<file path="src/rtl/rx_cmd_parser_if.sv">
// rtl/rx_cmd_parser_if.sv - byte stream in, {A, B, Op} command out, valid/ack handshake
interface rx_cmd_parser_if #(
    parameter int DBIT    = 8,
    parameter int NB_DATA = 8,
    parameter int NB_OP   = 6
);
    logic               rx_done_tick;
    logic [DBIT-1:0]    dout;
    logic               cmd_ack;
    logic [NB_DATA-1:0] A;
    logic [NB_DATA-1:0] B;
    logic [NB_OP-1:0]   Op;
    logic               cmd_valid;
    logic [3:0]         err;

    modport master (
        output rx_done_tick, dout, cmd_ack,
        input  A, B, Op, cmd_valid, err
    );

    modport slave (
        input  rx_done_tick, dout, cmd_ack,
        output A, B, Op, cmd_valid, err
    );
endinterface

</file>
<file path="src/rtl/rx_cmd_parser.sv">
// rtl/rx_cmd_parser.sv - ASCII command parser: decimal operands, operator symbol, held command
module rx_cmd_parser #(
    parameter int DBIT       = 8,
    parameter int NB_DATA    = 8,
    parameter int NB_OP      = 6,
    parameter int MAX_DIGITS = 3
) (
    input  logic          clk,
    input  logic          reset,
    rx_cmd_parser_if.slave bus
);
    localparam int AW = NB_DATA + 4;
    localparam int PW = AW + 4;
    localparam int CW = $clog2(MAX_DIGITS + 1);
    localparam logic [PW-1:0] MAXV = {{(PW-NB_DATA){1'b0}}, {NB_DATA{1'b1}}};

    typedef enum logic {COLLECT, HOLD} state_t;

    state_t             state_q, state_d;
    logic [AW-1:0]      acc_q, acc_d;
    logic [CW-1:0]      digit_cnt_q, digit_cnt_d;
    logic [7:0]         op_char_q, op_char_d;
    logic [NB_DATA-1:0] a_q, a_d, b_q, b_d;
    logic [NB_OP-1:0]   op_q, op_d;
    logic               valid_q, valid_d;
    logic [3:0]         err_q, err_d;

    logic [7:0]    rx_byte;
    logic [PW-1:0] acc_next;

    assign rx_byte = bus.dout[7:0];
    // acc never exceeds MAXV, so acc*10+9 always fits in PW bits
    assign acc_next = {4'b0, acc_q} * PW'(10) + PW'(rx_byte - 8'd48);

    always_ff @(posedge clk or negedge reset) begin
        if (!reset) begin
            state_q     <= COLLECT;
            acc_q       <= '0;
            digit_cnt_q <= '0;
            op_char_q   <= '0;
            a_q         <= '0;
            b_q         <= '0;
            op_q        <= '0;
            valid_q     <= 1'b0;
            err_q       <= '0;
        end else begin
            state_q     <= state_d;
            acc_q       <= acc_d;
            digit_cnt_q <= digit_cnt_d;
            op_char_q   <= op_char_d;
            a_q         <= a_d;
            b_q         <= b_d;
            op_q        <= op_d;
            valid_q     <= valid_d;
            err_q       <= err_d;
        end
    end

    always_comb begin
        state_d     = state_q;
        acc_d       = acc_q;
        digit_cnt_d = digit_cnt_q;
        op_char_d   = op_char_q;
        a_d         = a_q;
        b_d         = b_q;
        op_d        = op_q;
        valid_d     = valid_q;
        err_d       = err_q;

        case (state_q)
            COLLECT: begin
                if (bus.rx_done_tick) begin
                    if (rx_byte >= 8'd48 && rx_byte <= 8'd57) begin
                        if (digit_cnt_q == CW'(MAX_DIGITS)) begin
                            err_d[0] = 1'b1;
                        end else begin
                            digit_cnt_d = digit_cnt_q + 1'b1;
                            if (acc_next > MAXV) begin
                                acc_d    = AW'(MAXV);
                                err_d[1] = 1'b1;
                            end else begin
                                acc_d = AW'(acc_next);
                            end
                        end
                    end else begin
                        case (rx_byte)
                            8'd102: begin
                                a_d         = acc_q[NB_DATA-1:0];
                                acc_d       = '0;
                                digit_cnt_d = '0;
                            end
                            8'd115: begin
                                b_d         = acc_q[NB_DATA-1:0];
                                acc_d       = '0;
                                digit_cnt_d = '0;
                            end
                            8'd111: begin
                                op_char_d = '0;
                                case (op_char_q)
                                    8'd43:   op_d = NB_OP'(32);
                                    8'd45:   op_d = NB_OP'(34);
                                    8'd38:   op_d = NB_OP'(36);
                                    8'd124:  op_d = NB_OP'(37);
                                    8'd120:  op_d = NB_OP'(38);
                                    8'd97:   op_d = NB_OP'(3);
                                    8'd108:  op_d = NB_OP'(2);
                                    8'd110:  op_d = NB_OP'(39);
                                    default: begin
                                        op_d     = '1;
                                        err_d[2] = 1'b1;
                                    end
                                endcase
                            end
                            8'd100: begin
                                valid_d = 1'b1;
                                state_d = HOLD;
                            end
                            8'd99: begin
                                a_d         = '0;
                                b_d         = '0;
                                op_d        = '0;
                                acc_d       = '0;
                                digit_cnt_d = '0;
                                op_char_d   = '0;
                                err_d       = '0;
                            end
                            8'd13, 8'd10, 8'd32: ;
                            default: op_char_d = rx_byte;
                        endcase
                    end
                end
            end
            HOLD: begin
                // an ack wins over a coincident byte, which is then dropped silently
                if (bus.cmd_ack) begin
                    valid_d     = 1'b0;
                    a_d         = '0;
                    b_d         = '0;
                    op_d        = '0;
                    acc_d       = '0;
                    digit_cnt_d = '0;
                    op_char_d   = '0;
                    err_d       = '0;
                    state_d     = COLLECT;
                end else if (bus.rx_done_tick) begin
                    err_d[3] = 1'b1;
                end
            end
            default: state_d = COLLECT;
        endcase
    end

    assign bus.A         = a_q;
    assign bus.B         = b_q;
    assign bus.Op        = op_q;
    assign bus.cmd_valid = valid_q;
    assign bus.err       = err_q;
endmodule

</file>
<file path="src/flat_wrapper.sv">
// flat-port wrapper written by rule: the top's interface ports become plain ports
module rx_cmd_parser_flat 
#(
    parameter int DBIT       = 8,
    parameter int NB_DATA    = 8,
    parameter int NB_OP      = 6,
    parameter int MAX_DIGITS = 3
)
  (clk, reset, bus_rx_done_tick, bus_dout, bus_cmd_ack, bus_A, bus_B, bus_Op, bus_cmd_valid, bus_err);
  rx_cmd_parser_if #(.DBIT(DBIT), .NB_DATA(NB_DATA), .NB_OP(NB_OP)) bus_i ();
  input  logic clk;
  input  logic reset;
  input wire logic [$bits(bus_i.rx_done_tick)-1:0] bus_rx_done_tick;
  input wire logic [$bits(bus_i.dout)-1:0] bus_dout;
  input wire logic [$bits(bus_i.cmd_ack)-1:0] bus_cmd_ack;
  output wire logic [$bits(bus_i.A)-1:0] bus_A;
  output wire logic [$bits(bus_i.B)-1:0] bus_B;
  output wire logic [$bits(bus_i.Op)-1:0] bus_Op;
  output wire logic [$bits(bus_i.cmd_valid)-1:0] bus_cmd_valid;
  output wire logic [$bits(bus_i.err)-1:0] bus_err;
  assign bus_i.rx_done_tick = bus_rx_done_tick;
  assign bus_i.dout = bus_dout;
  assign bus_i.cmd_ack = bus_cmd_ack;
  assign bus_A = bus_i.A;
  assign bus_B = bus_i.B;
  assign bus_Op = bus_i.Op;
  assign bus_cmd_valid = bus_i.cmd_valid;
  assign bus_err = bus_i.err;
  rx_cmd_parser #(.DBIT(DBIT), .NB_DATA(NB_DATA), .NB_OP(NB_OP), .MAX_DIGITS(MAX_DIGITS)) u_core (.clk(clk), .reset(reset), .bus(bus_i));
endmodule
</file>
<file path="config.mk">
export PLATFORM = sky130hd
export DESIGN_NAME = rx_cmd_parser_flat
export DESIGN_NICKNAME = d
export VERILOG_FILES = /design/src/rtl/rx_cmd_parser_if.sv /design/src/rtl/rx_cmd_parser.sv /design/src/flat_wrapper.sv
export SDC_FILE = /design/constraint.sdc
export NUM_CORES = 1
export LEC_CHECK = 0
export BUFFER_PORTS_ARGS = -buffer_cell sky130_fd_sc_hd__buf_2
export CAP_MARGIN = 20
export CORE_MARGIN = 3
export CORE_UTILIZATION = 36
export CTS_BUF_LIST = sky130_fd_sc_hd__clkbuf_4 sky130_fd_sc_hd__clkbuf_8
export CTS_CLUSTER_DIAMETER = 50
export CTS_CLUSTER_SIZE = 28
export DETAILED_ROUTE_END_ITERATION = 7
export SLEW_MARGIN = 10
export SYNTH_ARGS = -nofsm -noshare
export SYNTH_HDL_FRONTEND = slang
export SYNTH_SLANG_ARGS = --single-unit
</file>
<file path="constraint.sdc">
create_clock -name clk -period 6 [get_ports clk]
set_input_delay 0.9 -clock clk [delete_from_list [all_inputs] [get_ports clk]]
set_output_delay 0.9 -clock clk [all_outputs]
set_load 0.05 [all_outputs]
</file>
==> impl_metrics.yaml <==
clock_tree:
  htree_num_levels: 2
  post_cts_buffers: 0
  root_buffer: "clkbuf_8"
  cts_tree: "built"
  clock_latency_ns: 0.31
  clockBufferDepth: 2
  cts_made_buffers: 5
  postCtsHoldBufs: 0
  cts.sinks: 49
  cts_resized: 0
  path_clk_slew_ns: 0.08
cells_and_area:
  multi_input_area_mm2: 0.00238
  drive_gt1_share_pct: 13.1
  syn_to_final_growth_pct: 11.5
  nNetsFinal: 513
  nFillCells: 980
  regArea_mm2: 0.00123
  antenna_cells: 0
grt:
  antenna_found_initial: 0
  grt_pass1_vias: 2960
  grt_pass1_wl_mm: 14.2
  grt.overflow.total: 0
  gr-usage-all-layers_pct: 14.8
  grt_max_degree: 50
place:
  place.gp.congestion: 0.853
  hpwl_mm: 6.42
  dp_slack_ns: 1.40
  io_buffer_count: 38
sta:
  setup_tns_ns: 0
  hold_viol_final: 0
  period_needed_ns: 4.64
  worstMarginPinSlew_ns: 1.01
  slew-limit-headroom_pct: 32.8
  finalMaxSlewViolations: 0
  rsz0062_at_grt: "false"
  fin_worst_skew_ns: 0.00965
  timing.fmax_mhz: 216
  finalSetupViolCount: 0
  whs_ns: 0.483
  setup_ws_ns: 1.36
  min_period_over_period_pct: 77.3
detailed_routing:
  drt_pass1_iterations: 5
  wl_per_cell_um: 13.9
  vias: 3189
  drt_iter0_drc: 181
  vias_per_cell: 5.39
  wl_mm: 8.26
  drc: 0
  ant_nets: 0
logic_synthesis:
  yosys.area.top_type: "dfrtp_1"
  synth_area_mm2: 0.00375
  synth_edf_count: 0
  async_reset_ff_share_pct: 100
  netlist.area_leader.share_pct: 32.7
  synth_cell_type_count: 64
  yosys-top-cells-count: "49 x dfrtp_1, 47 x nand2_1, 40 x ha_1, 31 x a21oi_1"
  synth_most_common_cell: "dfrtp_1"
  synth-seq-cells: 49
  yosys_warnings: 0
  syn_inst: 423
  ys_top_cells_by_area: "dfrtp_1 33%, ha_1 13%, nand2_1 4.7%, a21oi_1 4.1%, o21ai_0 3.2%"
  synth-seq-area-share_pct: 32.7
  syn-num-nets: 477
  avgSynthCellArea_um2: 8.86
  synth_top_flop_cell: "dfrtp_1"
worst_setup_path:
  cp-end-kind: "flop"
  crit_buf_inv: 0
  critical_path.max_fanout: 9
  max_stage_delay_ns: 0.54
  worstPathCellList: "ha_1 > ha_1 > fa_1 > a21o_1 > a21oi_1 > o21bai_1 > a21oi_1 > o21ai_0 > xor2_1 > ha_1 > or3_1 > a2111oi_0 > o21a_1 > nor3_1 > and4bb_4 > o21ai_1"
  reg2reg_from: "u_core.acc_q[1]$_DFFE_PN0P_"
  rr_endpoint: "u_core.acc_q[5]$_DFFE_PN0P_"
  cp.arrival_ns: 4.82
  crit_path_start_kind: "flop"
  r2r_cells: 16
  critPathSlowestCell: "a2111oi_0"
  cp_common_cell: "ha_1"
  path_class: "reg2reg"
  rrSetupSlack_ns: 1.36
  critPathRequiredTime_ns: 6.18
  crit_family: "compound AO/OA/AOI/OAI gates"
min_path:
  hold_start: "u_core.bus.A[7]$_DFFE_PN0P_"
  hp-class: "reg2reg"
  min_path_cells: 2
  min_to: "u_core.bus.A[7]$_DFFE_PN0P_"
power:
  power_switching_mw: 1.15
  swShare_pct: 49.9
  internal_power_mw: 1.16
  clockPowerShare_pct: 9.9
  p_leak_nw: 1.99
  vdd_drop_max_mv: 0.225
  combPwrFrac_pct: 68.8
  p_total_mw: 2.31
  power.density_mw_per_mm2: 552
  pwr-share-seq_pct: 21.3
floorplan:
  core-area_mm2: 0.00995
  ios: 39
  dieHeight_um: 108
  die-area_mm2: 0.0117
  rows: 36
  initial_core_util_pct: 37.6
  die_x_um: 108
run:
  maxCapViolCount: 0
run_status:
  outcome: "completed"
## sequential cells by signal, summed over array words and instances (netlist names)
register and flops:
u_core.acc_q 12, u_core.bus.A 8, u_core.bus.B 8, u_core.bus.Op 5
u_core.bus.cmd_valid 1, u_core.bus.err 4, u_core.digit_cnt_q 2, u_core.op_char_q 8
u_core.state_q 1
## logic make-up (layout without fill, tap and decap cells)
group,Yosys count,in the layout,synth area share (%)
fa+ha+maj,42,42,14.4
xor+xnor,16,16,3.74
simple gates,123,123,16.4
compound gates,142,142,24.7
flops,49,49,32.7
buf+inv,36,72,3.94
mux,15,15,4.14
## layout by cell type (no fill, tap or decap), drive strengths merged, types with 3 or more instances in the layout
master	count
and2	6
or3	3
nand3	14
xor2	7
nor2	20
o21a	4
a211oi	6
a31oi	4
xnor2	9
buf	40
dfrtp	49
a2111oi	3
nor2b	4
nor4bb	3
inv	25
mux2i	11
nor3	12
o21ai	48
o211ai	6
a21oi	31
o21bai	4
mux2	4
ha	40
a22oi	9
clkbuf	5
nor3b	3
a21o	7
nand2	47
## tightest hold or removal path, delay by kind of cell, from the launching register on
kind	cells	cell delay, ns
AO/OA/AOI/OAI	1	0.06
flip-flops	1	0.34
AND/OR/NAND/NOR	1	0.05
## layer usage
metal	global-route usage [%]	wire, µm
met1	21.5	4100
met4	4.33	114
met3	1.73	388
met2	23.2	3650
met5	0	0
## stage by stage
stage          instances  area [µm²]  util (%)
2_1_floorplan        423        3750         -
5_1_grt              592        4180      41.9
3_5_place_dp         584        4060      40.8
4_1_cts              591        4170      41.9
3_3_place_gp         584        4060      40.8
6_report             592        4180      41.9
## worst max-delay path by stage
stage / from / end / slack, ns / depth (start not counted)
floorplan: u_core.acc_q[1]$_DFFE_PN0P_ / u_core.acc_q[0]$_DFFE_PN0P_ / 1.75 / 17
global placement: u_core.acc_q[1]$_DFFE_PN0P_ / u_core.acc_q[6]$_DFFE_PN0P_ / 1.48 / 17
detailed placement: u_core.acc_q[1]$_DFFE_PN0P_ / u_core.acc_q[5]$_DFFE_PN0P_ / 1.40 / 17
CTS: u_core.acc_q[1]$_DFFE_PN0P_ / u_core.acc_q[5]$_DFFE_PN0P_ / 1.38 / 17
global route: u_core.acc_q[1]$_DFFE_PN0P_ / u_core.acc_q[5]$_DFFE_PN0P_ / 1.02 / 16
finish: u_core.acc_q[1]$_DFFE_PN0P_ / u_core.acc_q[5]$_DFFE_PN0P_ / 1.36 / 16
## power groups by stage
stage               logic [mW]  clock network (mW)  registers [mW]
detailed placement        1.59                   0           0.498
floorplan                 1.12                   0           0.613
global route              1.79               0.249           0.504
global placement          1.59                   0           0.491
finish                    1.59               0.228           0.490
CTS                       1.59               0.234           0.491
## final cells by class
| cell class | count | area share (%) |
|---|---|---|
| clock buffer | 5 | 1.65 |
| clock inverter | 2 | 0.839 |
| multi-input combinational | 338 | 57.0 |
| tap | 133 | 3.99 |
| sequential | 49 | 29.4 |
| inverter | 25 | 2.25 |
| timing repair buffer | 40 | 4.91 |
Note: power is estimated with default switching activity, not from simulation.
